`src/rtl/uart_rx.sv`:
```
// 8N1 UART receiver: oversamples the asynchronous rx pin, recovers frames and
// presents each byte through a one-entry valid/ready holding register.
`timescale 1ns/1ps
module uart_rx #(
   parameter int clks_per_bit = 172
) (
   input  logic       clock,
   input  logic       reset,
   input  logic       rx,
   output logic [7:0] rx_data,
   output logic       rx_valid,
   input  logic       rx_ready,
   output logic       frame_err,
   output logic       overrun,
   input  logic       clear
);

   localparam int cnt_w = $clog2(clks_per_bit + 1);
   localparam logic [cnt_w-1:0] cnt_full = cnt_w'(clks_per_bit);
   localparam logic [cnt_w-1:0] cnt_half = cnt_w'(clks_per_bit / 2);

   typedef enum logic [2:0] {IDLE, START, DATA, STOP, BREAK} state_t;

   state_t           state, state_next;
   logic [cnt_w-1:0] cnt, cnt_next;
   logic [2:0]       bit_idx, bit_idx_next;
   logic [7:0]       shift;
   logic             rx_meta, rx_s;
   logic             sample_bit, stop_ok, stop_bad;

   // Synchronizer flops reset high so an idle line is never seen as a start bit.
   always_ff @(posedge clock or negedge reset) begin
      if (!reset) begin
         rx_meta <= 1'b1;
         rx_s    <= 1'b1;
      end else begin
         // NOTE: sequential state uses non-blocking assignments so every flop
         // samples pre-edge values, which is what makes the two stages a pipeline.
         rx_meta <= rx;
         rx_s    <= rx_meta;
      end
   end

   always_ff @(posedge clock or negedge reset) begin
      if (!reset) begin
         state   <= IDLE;
         cnt     <= '0;
         bit_idx <= '0;
      end else begin
         state   <= state_next;
         cnt     <= cnt_next;
         bit_idx <= bit_idx_next;
      end
   end

   always_comb begin
      // NOTE: every output of this block gets a default first; a path that
      // leaves one unassigned would infer a latch.
      state_next   = state;
      cnt_next     = cnt;
      bit_idx_next = bit_idx;
      sample_bit   = 1'b0;
      stop_ok      = 1'b0;
      stop_bad     = 1'b0;
      case (state)
         IDLE: begin
            if (!rx_s) begin
               state_next = START;
               cnt_next   = '0;
            end
         end
         START: begin
            if (cnt == cnt_half) begin
               cnt_next = '0;
               if (rx_s) begin
                  state_next = IDLE;
               end else begin
                  state_next   = DATA;
                  bit_idx_next = '0;
               end
            end else begin
               cnt_next = cnt + 1'b1;
            end
         end
         DATA: begin
            if (cnt == cnt_full) begin
               sample_bit   = 1'b1;
               cnt_next     = '0;
               bit_idx_next = bit_idx + 1'b1;
               if (bit_idx == 3'd7) state_next = STOP;
            end else begin
               cnt_next = cnt + 1'b1;
            end
         end
         STOP: begin
            if (cnt == cnt_full) begin
               cnt_next = '0;
               if (rx_s) begin
                  stop_ok    = 1'b1;
                  state_next = IDLE;
               end else begin
                  stop_bad   = 1'b1;
                  state_next = BREAK;
               end
            end else begin
               cnt_next = cnt + 1'b1;
            end
         end
         BREAK: begin
            // Wait for the line to return high so a held-low line is not
            // decoded as a stream of 0x00 frames.
            if (rx_s) state_next = IDLE;
         end
         default: state_next = IDLE;
      endcase
   end

   always_ff @(posedge clock or negedge reset) begin
      if (!reset) begin
         shift     <= '0;
         rx_data   <= '0;
         rx_valid  <= 1'b0;
         frame_err <= 1'b0;
         overrun   <= 1'b0;
      end else begin
         if (sample_bit) shift[bit_idx] <= rx_s;

         // Set events are written after clear so they win in the same cycle.
         if (clear) begin
            frame_err <= 1'b0;
            overrun   <= 1'b0;
         end
         if (stop_bad) frame_err <= 1'b1;

         if (stop_ok) begin
            if (!rx_valid || rx_ready) begin
               rx_data  <= shift;
               rx_valid <= 1'b1;
            end else begin
               overrun <= 1'b1;
            end
         end else if (rx_valid && rx_ready) begin
            rx_valid <= 1'b0;
         end
      end
   end

endmodule
```
`config.mk`:
```
export PLATFORM = sky130hd
export DESIGN_NAME = uart_rx
export DESIGN_NICKNAME = d
export VERILOG_FILES = /design/src/rtl/uart_rx.sv
export SDC_FILE = /design/constraint.sdc
export NUM_CORES = 1
export LEC_CHECK = 0
export CORE_AREA = 2 2 59 61
export DETAILED_ROUTE_END_ITERATION = 6
export DIE_AREA = 0 0 61 63
export HOLD_SLACK_MARGIN = 0.08
export PLACE_DENSITY_LB_ADDON = 0.12
export SLEW_MARGIN = 40
export SYNTH_ARGS = -nofsm -noshare
export SYNTH_HDL_FRONTEND = slang
export SYNTH_SLANG_ARGS = --single-unit
```
`constraint.sdc`:
```
create_clock -name clock -period 2.4 [get_ports clock]
set_input_delay 0.24 -clock clock [delete_from_list [all_inputs] [get_ports clock]]
set_output_delay 0.24 -clock clock [all_outputs]
set_load 0.02 [all_outputs]
```
Yosys cells after proc, flatten, opt, wreduce, memory -nomap -nowiden
Index checks and enable logic that the tools add are counted.
- $lt $le $gt $ge: 2
- reduce and logical (&&, ||, !) cells: 15
- muxes and demuxes: 36
- equal/unequal tests: 15
- add/sub/neg operators: 2
- operators with widths (kind ; count):
    2-to-1 mux 3 bit ; 10
    2-to-1 mux 8 bit ; 3
    case mux 8 bit (3 select lines) ; 1
    2-to-1 mux 1 bit ; 17
    case mux 3 bit (5 select lines) ; 1
    != test 2 bit, second input constant ; 7
    adder 8 x 1 -> 8 bit, second input constant ; 1
    bitwise mux 8 bit ; 1
    == test 8 x 7 -> 1 bit, second input constant ; 1
    == test 8 bit, second input constant ; 1
    == test 3 x 2 -> 1 bit, second input constant ; 2
    == test 3 bit, second input constant ; 2
    case mux 3 bit (2 select lines) ; 1
    AND reduction 2 bit ; 3
    AND reduction 6 bit ; 1
    nonzero test 2 bit ; 3
    < comparator 3 x 4 -> 1 bit, second input constant ; 1
    AND reduction 4 bit ; 1
    adder 3 x 1 -> 3 bit, second input constant ; 1
    demux 1 bit (select 3 bit) ; 1
    == test 3 x 1 -> 1 bit, second input constant ; 1
    greater-or-equal comparator 3 x 1 -> 1 bit, second input constant ; 1
    zero test 3 bit ; 1
    nonzero test 3 bit ; 1
    6 further kinds ; 7
- flip-flop bits (word level): 35

Longest topological paths before layout
Gate-level depths: netlist (run 1).
- depth in word-level cells: 5
- depth in mapped cells: 6
- depth with buffers taken out: 6

Worst setup path before layout (run 1)
No wires, ideal clock.
- kind: reg-to-reg
- start: reg cnt[0]
- end: reg shift[2]
- setup slack: 469 ps
- stages on the path, launching flop included: 7
- setup time: 125 ps
- arrival time: 1806 ps
- required time: 2275 ps
- cells stage by stage: dfrtp_1 inv_1 ha_1 and4_1 nand4_1 nor4b_1 mux2_2
- longest elaborated chain between the ends: 3
- RTL lines (item ; RTL line ; source):
    from (decl) ; 25 ; logic [cnt_w-1:0] cnt, cnt_next;
    from (signal assigned) ; 51 ; cnt <= cnt_next;
    == test 8 bit ; 86 ; if (cnt == cnt_full) begin
    2-to-1 mux 1 bit ; 86 ;
    2-to-1 mux 1 bit ; 65 ; case (state)
    to (signal, indexed assignment) ; 126 ; if (sample_bit) shift[bit_idx] <= rx_s;
    to (decl) ; 27 ; logic [7:0] shift;
Every way passes these cells.
A chain may end at the register's enable or synchronous reset.

Final worst setup path (run 1)
- start: reg cnt[0]
- end: reg shift[4]
The elaborated chain is that of the path after synthesis.

==> impl_metrics.tcl, run 1 <==
set metrics [dict create \
    cp_max_fo 8 \
    finalInstanceArea_um2 1992 \
    cts_setup_buffers 0 \
    fin_cells 229 \
    drive_gt1_frac 0.1585 \
    grt_overflow 0 \
    setup_violations 0 \
    cts_buffer_depth 2 \
    cts_tree "done" \
    portBuffers 15 \
    grt_pass1_wl_um 5920 \
    fp.dieW_um 61 \
    place_area_um2 1938 \
    yosysSeqAreaShare 0.5014 \
    slew_headroom 0.5718 \
    start_kind "register" \
    syn_area_um2 1752 \
    fin_crit_sh 0.9027 \
    avgSynthCellArea_um2 10.55 \
    path_class "register to register" \
    tightest_slew_ns 0.6424 \
    layout_setup_ws_ns 0.2335 \
    area_delta_synth_final_pct 13.71 \
    cts_hold_buf 0 \
    synthCells 166 \
    initial_core_util 0.5420 \
    grt_pass1_vias 1331 \
    cts-root-buf "clkbuf_4" \
    n_antenna_cell 0 \
    ys_ff_latch 35 \
    peakVddDrop_uv 384.4 \
    cts-resized-gates 0 \
    startpoint "cnt[0]$_DFFE_PN0P_" \
    power.total_mw 0.9282 \
    clock_skew_ns 0.005378 \
    rsz0062_at_grt "false" \
    ant_nets 0 \
    grt.total_usage 0.2068 \
    cap_violations 0 \
    pin_count 16 \
    fmax_mhz 461.6 \
    nets 192 \
    arrival_ns 2.40 \
    layout_min_cycle_time_ns 2.167 \
    synth_cell_types 37 \
    via_per_inst 5.646 \
    timing.setup.tns_ns 0 \
    regToRegSetupSlack_ns 0.23 \
    gp_congestion 0.7648 \
    cts.sinks 35 \
    dpl.cell_count 221 \
    run_status "finished, final reports clean" \
    first_pass_iters 4 \
    path_clk_slew_ns 0.11 \
    core-area_um2 3232 \
    post-route-util 0.6163 \
    fillers 274 \
    post-route-drc-count 0 \
    reg2reg_to "shift[4]$_DFFE_PN0P_" \
    syn_nets 176 \
    dp_slack_ns 0.2595 \
    dieArea_um2 3843 \
    antenna_found_initial 0 \
    fin_worst_hold_slack_ns 0.2945 \
    grt_max_degree 36 \
    hold_viol 0 \
    die_height_um 63 \
    drt_first_iter_violations 45 \
    cts.htree.levels 2 \
    ff2ff_path_depth 6 \
    vias 1293 \
    report.final.slew_viol_count 0 \
    crit_path_end "shift[4]$_DFFE_PN0P_" \
    end_kind "register" \
    cts_inserted_buffers 5 \
    holdCritPathClass "input pin to asynchronous set/reset pin" \
    row_count 21 \
    crit_required_ns 2.63 \
    p_per_area_nw_per_um2 466.0 \
    hpwlAfterDp_um 2316 \
    yosysWarnings 0 \
    r2r_start "cnt[0]$_DFFE_PN0P_" \
    wl_per_cell_um 14.45 \
    wirelength_um 3308 \
    leakage_nw 0.9069 \
    clock_latency_ns 0.34 \
]
layout by cell type (no fill, tap or decap), types with 2 or more instances in the layout:
| cell | instances |
|---|---|
| nor4b_1 | 2 |
| nand4_1 | 4 |
| dfrtp_1 | 33 |
| mux2_1 | 3 |
| dfstp_2 | 2 |
| o22ai_1 | 8 |
| nor2b_1 | 3 |
| nor3_1 | 4 |
| nand2_1 | 24 |
| nand4b_1 | 3 |
| nor3b_1 | 2 |
| mux2_2 | 13 |
| nor2_1 | 7 |
| o21ai_0 | 4 |
| clkbuf_4 | 5 |
| a21oi_1 | 5 |
| buf_4 | 2 |
| nand3_1 | 8 |
| inv_1 | 6 |
| ha_1 | 5 |
| o21a_1 | 2 |
| clkdlybuf4s50_1 | 15 |
| nor4_1 | 3 |
| and2_1 | 3 |
| nand2b_1 | 2 |
how the worst min path moves through the flow:
stage                                  from                     end  slack, ns  depth (start not counted)
after floorplan                       reset  bit_idx[0]$_DFFE_PN0P_      -0.06                          0
after global placement    rx_meta$_DFF_PN1_          rx_s$_DFF_PN1_       0.35                          0
after detailed placement  rx_meta$_DFF_PN1_          rx_s$_DFF_PN1_       0.35                          0
after CTS                                rx       rx_meta$_DFF_PN1_       0.30                          1
after global routing                     rx       rx_meta$_DFF_PN1_       0.28                          1
final                                 reset    rx_valid$_DFFE_PN0P_       0.29                          2
area by class of cell:
cell class	instances	area, um^2	area share
clock buffer	6	41.29	0.02073
clock inverter	2	12.51	0.006281
inverter	6	22.52	0.01131
multi-input combinational	117	814.5	0.4089
sequential	35	878.3	0.4410
tap	46	57.56	0.02889
timing repair buffer	17	165.2	0.08291
report_power, final:
group,switching [mW],total (mW),internal (mW)
logic,0.0127,0.0205,0.00773
clock network,0.198,0.311,0.113
registers,0.00387,0.596,0.593
total,0.215,0.928,0.713
per-layer routing:
| layer | global-route usage | part of all wire |
|---|---|---|
| met2 | 0.3132 | 0.47 |
| met5 | 0 | 0 |
| met1 | 0.2659 | 0.46 |
| met4 | 0.08424 | 0.021 |
| met3 | 0.07246 | 0.053 |
state kept, by name (all words and copies together) (netlist names), 3 cells and up:
| name | cells |
|---|---|
| bit_idx | 3 |
| state | 3 |
| shift | 8 |
| cnt | 8 |
| rx_data | 8 |
cell families (layout without fill, tap and decap cells):
family,count (synthesis),in the layout,share of synthesized area
AND/OR/NAND/NOR,71,71,0.2314
AO/OA/AOI/OAI,25,25,0.09500
multiplexers,16,16,0.1029
flip-flops,35,35,0.5014
buffers and inverters,14,31,0.03357
adder cells (fa/ha/maj),5,5,0.03571
Yosys cell counts (all sizes together):
cell type	n	area, um^2
a2111oi	1	15.01
a211oi	1	7.510
a21o	1	7.510
a21oi	5	25.02
a22oi	1	7.510
a311o	1	10.01
and2	3	18.77
and4	1	8.760
and4b	1	10.01
buf	3	15.01
clkbuf	5	21.27
dfrtp	33	825.8
dfstp	2	52.55
ha	5	62.56
inv	6	22.52
mux2	16	180.2
nand2	24	90.09
nand2b	2	12.51
nand3	8	40.04
nand4	4	25.02
nand4b	3	26.28
nor2	8	32.54
nor2b	3	18.77
nor3	4	20.02
nor3b	3	33.78
nor4	4	40.04
nor4b	2	17.52
o21a	2	15.01
o21ai	4	20.02
o22ai	8	50.05
o31a	1	8.760
or3b	1	11.26
worst max-delay path, stage by stage, from the launching register on:
cell and delay [ns]:
dfrtp_1 0.45, inv_1 0.10, ha_1 0.16, and4_1 0.26
nand4_1 0.30, nor4b_1 0.42, mux2_2 0.38
(Power assumes the default switching activity.)
==> inputs of run 2 (changes only) <==
- CORE_AREA: 2 2 59 61 -> 2 2 58 60
- CTS_BUF_LIST: unset -> sky130_fd_sc_hd__clkbuf_4
- DIE_AREA: 0 0 61 63 -> 0 0 60 62
==> run 2 against run 1 <==
  * Register-to-register slack better by 0.04 ns
  * Clock power is 30% higher
  * Final cell count is 0.44% lower
  * Cell area is 1.1% higher
  * First-iteration DRC count is 16% higher
  * Via count is 0.39% lower
  * Critical endpoint is now shift[2]$_DFFE_PN0P_
  * Largest power group unchanged
==> impl_metrics.tcl, run 2 (same netlist as run 1, synthesis figures left out) <==
set metrics [dict create \
    run_status "finished, final reports clean" \
    pin_count 16 \
    arrival_ns 2.35 \
    drive_gt1_frac 0.1593 \
    fin_cells 228 \
    antenna_found_initial 0 \
    cts.htree.levels 2 \
    cp_cell_sequence "inv_1 -> ha_1 -> and4_1 -> nand4_1 -> nor4b_1 -> mux2_2" \
    holdCritPathClass "input pin to asynchronous set/reset pin" \
    rsz0062_at_grt "false" \
    multi_input_area_um2 814.5 \
    grt_overflow 0 \
    post-route-drc-count 0 \
    setup_violations 0 \
    hold_viol 0 \
    tightest_slew_ns 0.6157 \
    end_kind "register" \
    max_stage_delay_ns 0.45 \
    critPathSlowestCell "dfrtp_1" \
    clock_skew_ns 0.006494 \
    n_antenna_cell 0 \
    grt_pass1_wl_um 5223 \
    portBuffers 15 \
    fin_worst_hold_slack_ns 0.3064 \
    hpwlAfterDp_um 2213 \
    via_per_inst 5.649 \
    finalInstanceArea_um2 2013 \
    wirelength_um 3113 \
    place_area_um2 1938 \
    fin_crit_sh 0.8849 \
    cts_inserted_buffers 5 \
    leakage_nw 0.9204 \
    layout_min_cycle_time_ns 2.124 \
    wl_per_cell_um 13.65 \
    layout_commonest_cell "dfrtp_1" \
    core-area_um2 3179 \
    grt_pass1_vias 1173 \
    dp_slack_ns 0.2637 \
    largest_registers "cnt (8), rx_data (8), shift (8)" \
    path_clk_slew_ns 0.10 \
    ant_nets 0 \
    die_height_um 62 \
    fmax_mhz 470.9 \
    cap_violations 0 \
    area_delta_synth_final_pct 14.93 \
    peakVddDrop_uv 308.9 \
    grt_max_degree 36 \
    report.final.slew_viol_count 0 \
    cp_max_fo 8 \
    row_count 21 \
    post-route-util 0.6332 \
    cts_hold_buf 0 \
    p_per_area_nw_per_um2 508.0 \
    grt.total_usage 0.1942 \
    cts_tree "done" \
    start_kind "register" \
    slew_headroom 0.5895 \
    fillers 263 \
    layout_setup_ws_ns 0.2763 \
    vias 1288 \
    path_class "register to register" \
    most-common-layout-cells "dfrtp_1 (33), nand2_1 (24), clkdlybuf4s50_1 (15)" \
    fp.dieW_um 60 \
    cts_setup_buffers 0 \
    initial_core_util 0.5510 \
    cts.sinks 35 \
    clock_latency_ns 0.33 \
    dieArea_um2 3720 \
    first_pass_iters 4 \
    layout.area.seq_um2 878.3 \
    cts_buffer_depth 2 \
    timing.setup.tns_ns 0 \
    crit_required_ns 2.63 \
    cts-root-buf "clkbuf_4" \
    dpl.cell_count 221 \
    cts-resized-gates 0 \
    nets 192 \
    gp_congestion 0.7165 \
    power.total_mw 1.023 \
    drt_first_iter_violations 52 \
]
run 2: cell types whose count changed in the layout (fill, tap and decap cells not counted), sizes merged:
cell | previous run | this run
clkinv | 1 | 0
bufinv | 0 | 1
clkinvlp | 1 | 0
run 2: worst paths after layout:
| path | start | endpoint | slack [ns] | cells past startpoint |
|---|---|---|---|---|
| worst max-delay path | cnt[0]$_DFFE_PN0P_ | shift[2]$_DFFE_PN0P_ | 0.28 | 6 |
| worst min-delay path | reset | state[1]$_DFFE_PN0P_ | 0.31 | 2 |
| worst max register to register | cnt[0]$_DFFE_PN0P_ | shift[2]$_DFFE_PN0P_ | 0.28 | 6 |
| worst min register to register | rx_meta$_DFF_PN1_ | rx_s$_DFF_PN1_ | 0.37 | 0 |
| max in group asynchronous | reset | rx_s$_DFF_PN1_ | 1.75 | 2 |
| min in group clock | rx | rx_meta$_DFF_PN1_ | 0.31 | 1 |
run 2: per-layer routing:
metal	vias up	global-route usage	share of wire
li1	632	-	-
met1	612	0.2361	0.45
met2	38	0.3152	0.48
met3	6	0.05797	0.048
met4	0	0.09841	0.019
met5	-	0	0
run 2: cell type report:
type / instances / area share
sequential: 35 / 0.4363
multi-input combinational: 117 / 0.4046
timing repair buffer: 17 / 0.08204
tap: 46 / 0.02859
clock buffer: 6 / 0.02237
clock inverter: 1 / 0.01492
inverter: 6 / 0.01119
run 2: power breakdown:
group          switching (mW)  internal [mW]
clock                   0.179          0.226
sequential            0.00407          0.592
combinational          0.0132        0.00772
total                   0.197          0.826
run 2: critical path, delay by kind of cell, from the launching register on:
kind / cells / cell delay (ns)
buf+inv: 1 / 0.11
mux: 1 / 0.37
fa+ha+maj: 1 / 0.16
simple gates: 3 / 0.95
flops: 1 / 0.45
